<file path="config.mk">
export PLATFORM = sky130hd
export DESIGN_NAME = disc_l3_feeder
export DESIGN_NICKNAME = d
export VERILOG_FILES = /design/src/rtl/disc_pkg.sv /design/src/rtl/disc_watchdog.sv /design/src/rtl/disc_l3_feeder.sv
export SDC_FILE = /design/constraint.sdc
export NUM_CORES = 1
export LEC_CHECK = 0
export CORE_AREA = 2 2 224 226
export DETAILED_ROUTE_END_ITERATION = 8
export DIE_AREA = 0 0 226 228
export MAX_ROUTING_LAYER = met4
export PLACE_DENSITY = 0.67
export SLEW_MARGIN = 40
export SYNTH_ARGS = -nofsm -noshare
export SYNTH_HDL_FRONTEND = slang
export SYNTH_SLANG_ARGS = --single-unit
</file>
<file path="constraint.sdc">
create_clock -name clk -period 5.4 [get_ports clk]
set_input_delay 1.62 -clock clk [delete_from_list [all_inputs] [get_ports clk]]
set_output_delay 1.62 -clock clk [all_outputs]
set_load 0.01 [all_outputs]
</file>
<file path="src/rtl/disc_pkg.sv">
// Shared definitions for the discriminator layer-3 feeder: default element
// width, frame length, the feeder state encoding and a counter-width helper.
package disc_pkg;

  localparam int DATA_W = 16;
  localparam int N_IN   = 32;

  typedef enum logic [1:0] {
    FILL = 2'd0,
    FIRE = 2'd1,
    WAIT = 2'd2,
    HOLD = 2'd3
  } state_t;

  // Width of a counter that must hold values 0..n-1, never narrower than 1 bit
  function automatic int cnt_width(input int n);
    return (n > 1) ? $clog2(n) : 1;
  endfunction

endpackage

</file>
<file path="src/rtl/disc_watchdog.sv">
// WAIT-state watchdog: counts cycles while enabled and flags expiry on the
// TIMEOUT_CYC-th enabled cycle. Only built with DISC_L3_FEEDER_TIMEOUT_EN.
module disc_watchdog
  import disc_pkg::*;
#(
  parameter int TIMEOUT_CYC = 64
) (
  input  logic clk,
  input  logic rst_n,
  input  logic enable,
  output logic expired
);

  localparam int CW = cnt_width(TIMEOUT_CYC);
  localparam logic [CW-1:0] LAST_CYC = CW'(TIMEOUT_CYC - 1);

  logic [CW-1:0] cyc_cnt;

  // Count enabled cycles; restart from zero whenever the feeder leaves WAIT
  always_ff @(posedge clk) begin
    if (!rst_n || !enable) begin
      cyc_cnt <= '0;
    end else if (!expired) begin
      cyc_cnt <= cyc_cnt + 1'b1;
    end
  end

  assign expired = enable && (cyc_cnt == LAST_CYC);

endmodule

</file>
<file path="src/rtl/disc_l3_feeder.sv">
// Collects N_IN signed Q8.8 elements into a packed frame, fires discriminator
// layer 3 with a one-cycle start pulse, waits for its done, and holds the
// captured score/decision until downstream accepts it.
// Optional feature: define DISC_L3_FEEDER_TIMEOUT_EN to add a WAIT watchdog
// that produces a zero-score result with timeout_err set after TIMEOUT_CYC.
module disc_l3_feeder #(
  parameter int DATA_W      = disc_pkg::DATA_W,
  parameter int N_IN        = disc_pkg::N_IN,
  parameter int TIMEOUT_CYC = 64
) (
  input  logic                   clk,
  input  logic                   rst_n,
  input  logic                   in_valid,
  input  logic [DATA_W-1:0]      in_data,
  output logic                   in_ready,
  output logic                   l3_start,
  output logic [DATA_W*N_IN-1:0] l3_flat_input,
  input  logic [DATA_W-1:0]      l3_score,
  input  logic                   l3_decision,
  input  logic                   l3_done,
  output logic                   res_valid,
  input  logic                   res_ready,
  output logic [DATA_W-1:0]      res_score,
  output logic                   res_decision,
  output logic                   busy,
  output logic                   timeout_err
);

  import disc_pkg::*;

  localparam int CNT_W = cnt_width(N_IN);
  localparam logic [CNT_W-1:0] CNT_LAST = CNT_W'(N_IN - 1);

  // A zero-cycle watchdog limit would make WAIT meaningless
  if (TIMEOUT_CYC < 1) begin : g_bad_timeout
    $error("disc_l3_feeder: TIMEOUT_CYC must be at least 1");
  end

  state_t           state;
  logic [CNT_W-1:0] cnt;

`ifdef DISC_L3_FEEDER_TIMEOUT_EN
  logic wd_expired;

  disc_watchdog #(
    .TIMEOUT_CYC(TIMEOUT_CYC)
  ) u_watchdog (
    .clk    (clk),
    .rst_n  (rst_n),
    .enable (state == WAIT),
    .expired(wd_expired)
  );
`else
  assign timeout_err = 1'b0;
`endif

  assign in_ready = (state == FILL);
  assign busy     = (state != FILL);

  // Frame assembly, layer-3 handshake and result hold in one registered FSM
  always_ff @(posedge clk) begin
    if (!rst_n) begin
      state         <= FILL;
      cnt           <= '0;
      l3_flat_input <= '0;
      l3_start      <= 1'b0;
      res_valid     <= 1'b0;
      res_score     <= '0;
      res_decision  <= 1'b0;
`ifdef DISC_L3_FEEDER_TIMEOUT_EN
      timeout_err   <= 1'b0;
`endif
    end else begin
      l3_start <= 1'b0;
      unique case (state)
        FILL: begin
          if (in_valid) begin
            l3_flat_input[cnt*DATA_W +: DATA_W] <= in_data;
            if (cnt == CNT_LAST) begin
              cnt      <= '0;
              l3_start <= 1'b1;
              state    <= FIRE;
            end else begin
              cnt <= cnt + 1'b1;
            end
          end
        end
        FIRE: begin
          state <= WAIT;
        end
        WAIT: begin
          if (l3_done) begin
            res_score    <= l3_score;
            res_decision <= l3_decision;
            res_valid    <= 1'b1;
            state        <= HOLD;
`ifdef DISC_L3_FEEDER_TIMEOUT_EN
            timeout_err  <= 1'b0;
          end else if (wd_expired) begin
            res_score    <= '0;
            res_decision <= 1'b0;
            res_valid    <= 1'b1;
            timeout_err  <= 1'b1;
            state        <= HOLD;
`endif
          end
        end
        HOLD: begin
          if (res_ready) begin
            res_valid <= 1'b0;
            state     <= FILL;
          end
        end
        default: state <= FILL;
      endcase
    end
  end

endmodule

</file>
Word level (Yosys, flattened, before mapping)
Cells that the tools add are included.
Operators by class
  add/subtract/negate cells: 2
  magnitude comparators: 0
  multiplexer cells: 11
  divide/modulo/power cells: 0
  shifts and indexed selects: 2
  bitwise operators: 0
  multipliers: 0
  equal/unequal tests: 8
  reduce and logical (&&, ||, !) cells: 8
Operators by type and width (count)
  $bwmux 512: 1
  $shift 16x34->512 const A: 1
  $shiftx 16x34->512: 1
  $neg 9->34: 1
  $mux 2: 4
  $pmux 2 s4: 1
  $ne 2x2->1 const B: 3
  $reduce_and 3->1: 2
  $add 5x1->5 const B: 1
  $eq 5x5->1 const B: 1
  $mux 5: 1
  $eq 2x2->1 const B: 2
  $reduce_and 2->1: 2
  $reduce_and 4->1: 1
  $reduce_bool 2->1: 2
  $mux 1: 3
  $eq 2x1->1 const B: 1
  $logic_not 2->1: 1
  $ne 2x1->1 const B: 1
  $pmux 1 s2: 1
Storage, ports and cells
  RAM bits: 0
  input bits: 38
  memories: 0
  latch bits: 0
  register bits: 538
  output and inout port bits: 534
  memory bits (read-only): 0
  word-level logic and storage cells: 38

Logic depth before layout (Yosys ltp)
Gate-level depths: netlist of the first run.
  depth after elaboration: 4
  gate-level depth with buffers: 14
  gate-level depth less buffers: 9

Worst setup path after synthesis of the first run
OpenSTA, ideal clock, no wires.
  path type: in2reg
  start point: input in_valid
  end point: register l3_flat_input[40]
  slack: 2.115 ns
  stages: 7
  setup time: 0.073 ns
  arrival: 3.212 ns
  path through: buf_2 -> and3_1 -> clkbuf_1 -> nand3_1 -> nor3_4 -> buf_4 -> mux2i_1
Between the ends
  cells in the longest elaborated chain, start to end: 1
Ends and longest elaborated chain
  start, declared: RTL line disc_l3_feeder.sv:13  | input logic in_valid,
  $reduce_and 2->1 (no source line)
  end signal, assigned by index: RTL line disc_l3_feeder.sv:78  | l3_flat_input[cnt*DATA_W +: DATA_W] <= in_data;
  end, declared: RTL line disc_l3_feeder.sv:17  | output logic [DATA_W*N_IN-1:0] l3_flat_input,
Every way passes these cells.
A chain may end at the register's enable or synchronous reset.

Worst setup path after layout of the first run
  start point: register cnt[0]
  end point: register l3_flat_input[460]
Between the ends
  cells in the longest elaborated chain, start to end: 3
Ends and longest elaborated chain
  start, declared: RTL line disc_l3_feeder.sv:40  | logic [CNT_W-1:0] cnt;
  start signal, assigned: RTL line disc_l3_feeder.sv:84  | cnt <= cnt + 1'b1;
  $neg 9->34 (*): RTL line disc_l3_feeder.sv:78
  $shiftx 16x34->512 or $shift 16x34->512 (tied branches): RTL line disc_l3_feeder.sv:78
  $bwmux 512 (*): RTL line disc_l3_feeder.sv:78
Every way passes the cells marked *; elsewhere a longest branch is shown, timed or not.

==> metrics, run 1 <==
CP Launch Type=flip-flop; port bufs=570; Finish-stage setup viols=0; Hold Path Class=reg -> reg; layout filler cell count=4303; Root Buffer=clkbuf_16; drt total wl=75.54 mm; maxcap violations=0; Post-Syn Area per Cell=10.01 µm²; antenna violations before repair=2; antenna-violating nets left=0; crit-path max FO=16; Row Count=82; met3 Use GR=0.07651; Syn Nets=2009; starting density of the core=0.3983; detailed placement HPWL=51.70 mm; GP Congestion=0.9107; RSZ-0062 raised after global routing=false; fin crit share=0.9012; CP delay by family, top=simple AND/OR/NAND/NOR gates; Die Span Y=228 µm; post-layout util=0.5639; first-pass GRT wire length=111.0 mm; layout cell share with drive strength beyond 1=0.07505; fraction of registers with async set/reset=0; DRC=0; CP max-delay cell=nor2_1; Core ar.=49350 µm²; Place WS=0.8580 ns; outcome=completed; Setup Skew=0.01840 ns; Cell variety after synth=60; post-route setup slack=0.5337 ns; sequential fraction of the synthesis area=0.5479; area grow syn2layout=41.58%; Req. time, crit path=5.91 ns; grt met2 use=0.4664; CTS Hold Buffers Added=0; Netlist Area Pre-Place=19660 µm²; met1 Track Usage GR=0.3566; P per Cell Area=294.8 nW/µm²; worst-margin pin slew=0.9938 ns; Post-synth EDFFs=0; Via Count=17230; crit-path cells=clkinv_1 > ha_1 > nand2b_4 > nor2_1 > ha_1 > nand4bb_1 > nor2_1 > nand3_1 > o2bb2ai_1; Total Power=8204 µW; first drt pass iteration count=6; Clk Latency, worst-skew pair=0.60 ns; Total Routing Usage GR=0.2937; crit-path max cell delay=0.88 ns; Worst-path clk slew=0.06 ns; CTS tree=yes; Max IR drop VDD=0.2412 mV; Max Root-Sink Buffers=3; synthesized flop and latch total=538; min Tclk post-route=4.866 ns; crit end category=flip-flop; Via density=5.421; # IOs=572; CTS buffer count=54; largest net degree at the start of global routing=122; setup bufs post-CTS=0; GRT busiest layer=met2; Die W=226 µm; post-route setup TNS=0 ns; maximum level of the CTS H-tree=2; number of global-route vias before repair=16990; Synth Flop Type=dfxtp_1; Overflow after GRT=0; 1st-iter DRT viols=1381; Final Slew Violations=0; post-DR wirelength/cell=23.77 µm; Mapped Cells=1964; Max Freq=205.5 MHz; total die area=51530 µm²; Final nets=2506; post-CTS sizing=0; critical path class=reg -> reg; WHS=0.4503 ns; CTS sink count=538; Warnings, synthesis=0; CP bufs+invs=1; Fin. Hold Viols=0; Pleak=0.01036 µW; crit path DAT=5.37 ns; Slew HR=0.3350
==> final timing paths <==
check | to | startpoint | cells after the start | slack, ns
max | l3_flat_input[460] | cnt[0] | 9 | 0.53
min | l3_flat_input[7] | l3_flat_input[7] | 2 | 0.45
max reg2reg | l3_flat_input[460] | cnt[0] | 9 | 0.53
min reg2reg | l3_flat_input[7] | l3_flat_input[7] | 2 | 0.45
==> final cells by class <==
type                            count  area [µm²]  area share
Clock inverter                     11       111.4    0.004001
Multi-Input combinational cell   1240        8268      0.2971
Tap cell                          672       840.8     0.03021
Timing Repair Buffer              618        6107      0.2194
Clock buffer                       89        1697     0.06096
Sequential cell                   538       10770      0.3870
Inverter                            9       33.78    0.001214
Antenna cell                        1       2.502  0.00008992
==> power by group <==
part	total, µW	internal [µW]	switching [µW]
sequential	3980	3970	5.85
clock	3820	2230	1590
combinational	409	89.3	320
==> per-stage QoR <==
stage	area, µm²	cells
6_report	27830	3178
5_1_grt	27830	3178
4_1_cts	27780	3176
3_5_place_dp	25970	3076
3_3_place_gp	25810	3074
2_1_floorplan	19660	1964
==> cells in the final DEF, fill, tap and decap left out, types with 6 or more instances in the layout <==
cell and count:
dfxtp_1 538, mux2i_1 249, a21oi_1 61, clkinv_2 7
inv_1 6, buf_4 49, a22o_1 146, ha_1 7
clkbuf_8 15, clkbuf_16 57, clkdlybuf4s50_1 558, nor3_2 9
clkbuf_1 17, a31oi_1 9, nand2_1 385, a32o_1 22
nand3_1 113, nor2_1 34, o31ai_1 22, nor3_1 18
o2bb2ai_1 16, o21ai_0 46, nand4_1 24, and3_1 10
==> sequential cells by signal, indices dropped and copies added (netlist names) <==
signal and flops:
cnt 5, res_score 16, l3_flat_input 512, state 2, l3_start 1, res_valid 1
res_decision 1
==> cell usage after synthesis, types with 2 or more instances <==
| cell | count | area share |
|---|---|---|
| a21oi_1 | 61 | 0.016 |
| a22o_1 | 146 | 0.065 |
| a31oi_1 | 12 | 0.0038 |
| a32o_1 | 22 | 0.011 |
| a41oi_1 | 4 | 0.0018 |
| and3_1 | 11 | 0.0035 |
| and3b_1 | 2 | 0.00089 |
| and4_1 | 2 | 0.00089 |
| buf_1 | 8 | 0.0015 |
| buf_2 | 30 | 0.0076 |
| buf_4 | 11 | 0.0042 |
| buf_6 | 3 | 0.0017 |
| clkbuf_1 | 123 | 0.023 |
| clkbuf_2 | 2 | 0.00051 |
| clkinv_1 | 3 | 0.00057 |
| dfxtp_1 | 538 | 0.55 |
| ha_1 | 7 | 0.0045 |
| inv_1 | 6 | 0.0011 |
| mux2i_1 | 249 | 0.13 |
| nand2_1 | 385 | 0.074 |
| nand2b_1 | 2 | 0.00064 |
| nand3_1 | 113 | 0.029 |
| nand3b_1 | 4 | 0.0015 |
| nand4_1 | 24 | 0.0076 |
| nand4bb_1 | 2 | 0.0011 |
| nor2_1 | 35 | 0.0067 |
| nor3_1 | 23 | 0.0059 |
| nor3_2 | 5 | 0.0025 |
| nor3_4 | 2 | 0.0017 |
| nor3b_1 | 3 | 0.0011 |
| nor4_1 | 4 | 0.0013 |
| nor4_2 | 3 | 0.0019 |
| nor4b_1 | 2 | 0.00089 |
| o21a_1 | 3 | 0.0011 |
| o21ai_0 | 46 | 0.012 |
| o2bb2ai_1 | 16 | 0.0071 |
| o31ai_1 | 24 | 0.0092 |
| or3_1 | 2 | 0.00064 |
| or3b_2 | 2 | 0.00089 |
| or4_1 | 2 | 0.00076 |
| or4b_1 | 3 | 0.0015 |
==> layer usage <==
layer	routed length, µm	part of all wire
met1	30810	0.41
met2	35610	0.47
met3	6479	0.086
met4	2639	0.035
met5	0	0
==> tightest hold or removal path, delay by kind of cell, from the launching register on <==
kind,cells,cell delay [ns]
simple gates,1,0.05
flops,1,0.30
compound gates,1,0.05
==> logic make-up after synthesis <==
group | synth area share
AOI/OAI and AO/OA | 0.1288
xor gates and xnor gates | 0.0008913
and+or+nand+nor | 0.1502
DFF | 0.5479
adders and majority gates | 0.004455
muxes | 0.1268
buffers and inverters | 0.04080
other | 0.0001908
No activity file was read; power rests on OpenSTA's default activity.
==> inputs of run 2 (changes only) <==
Settings changed: CAP_MARGIN set to 30.
==> results of run 2 <==
Same layout as run 1: the final DEF is identical, and so are final timing and power.
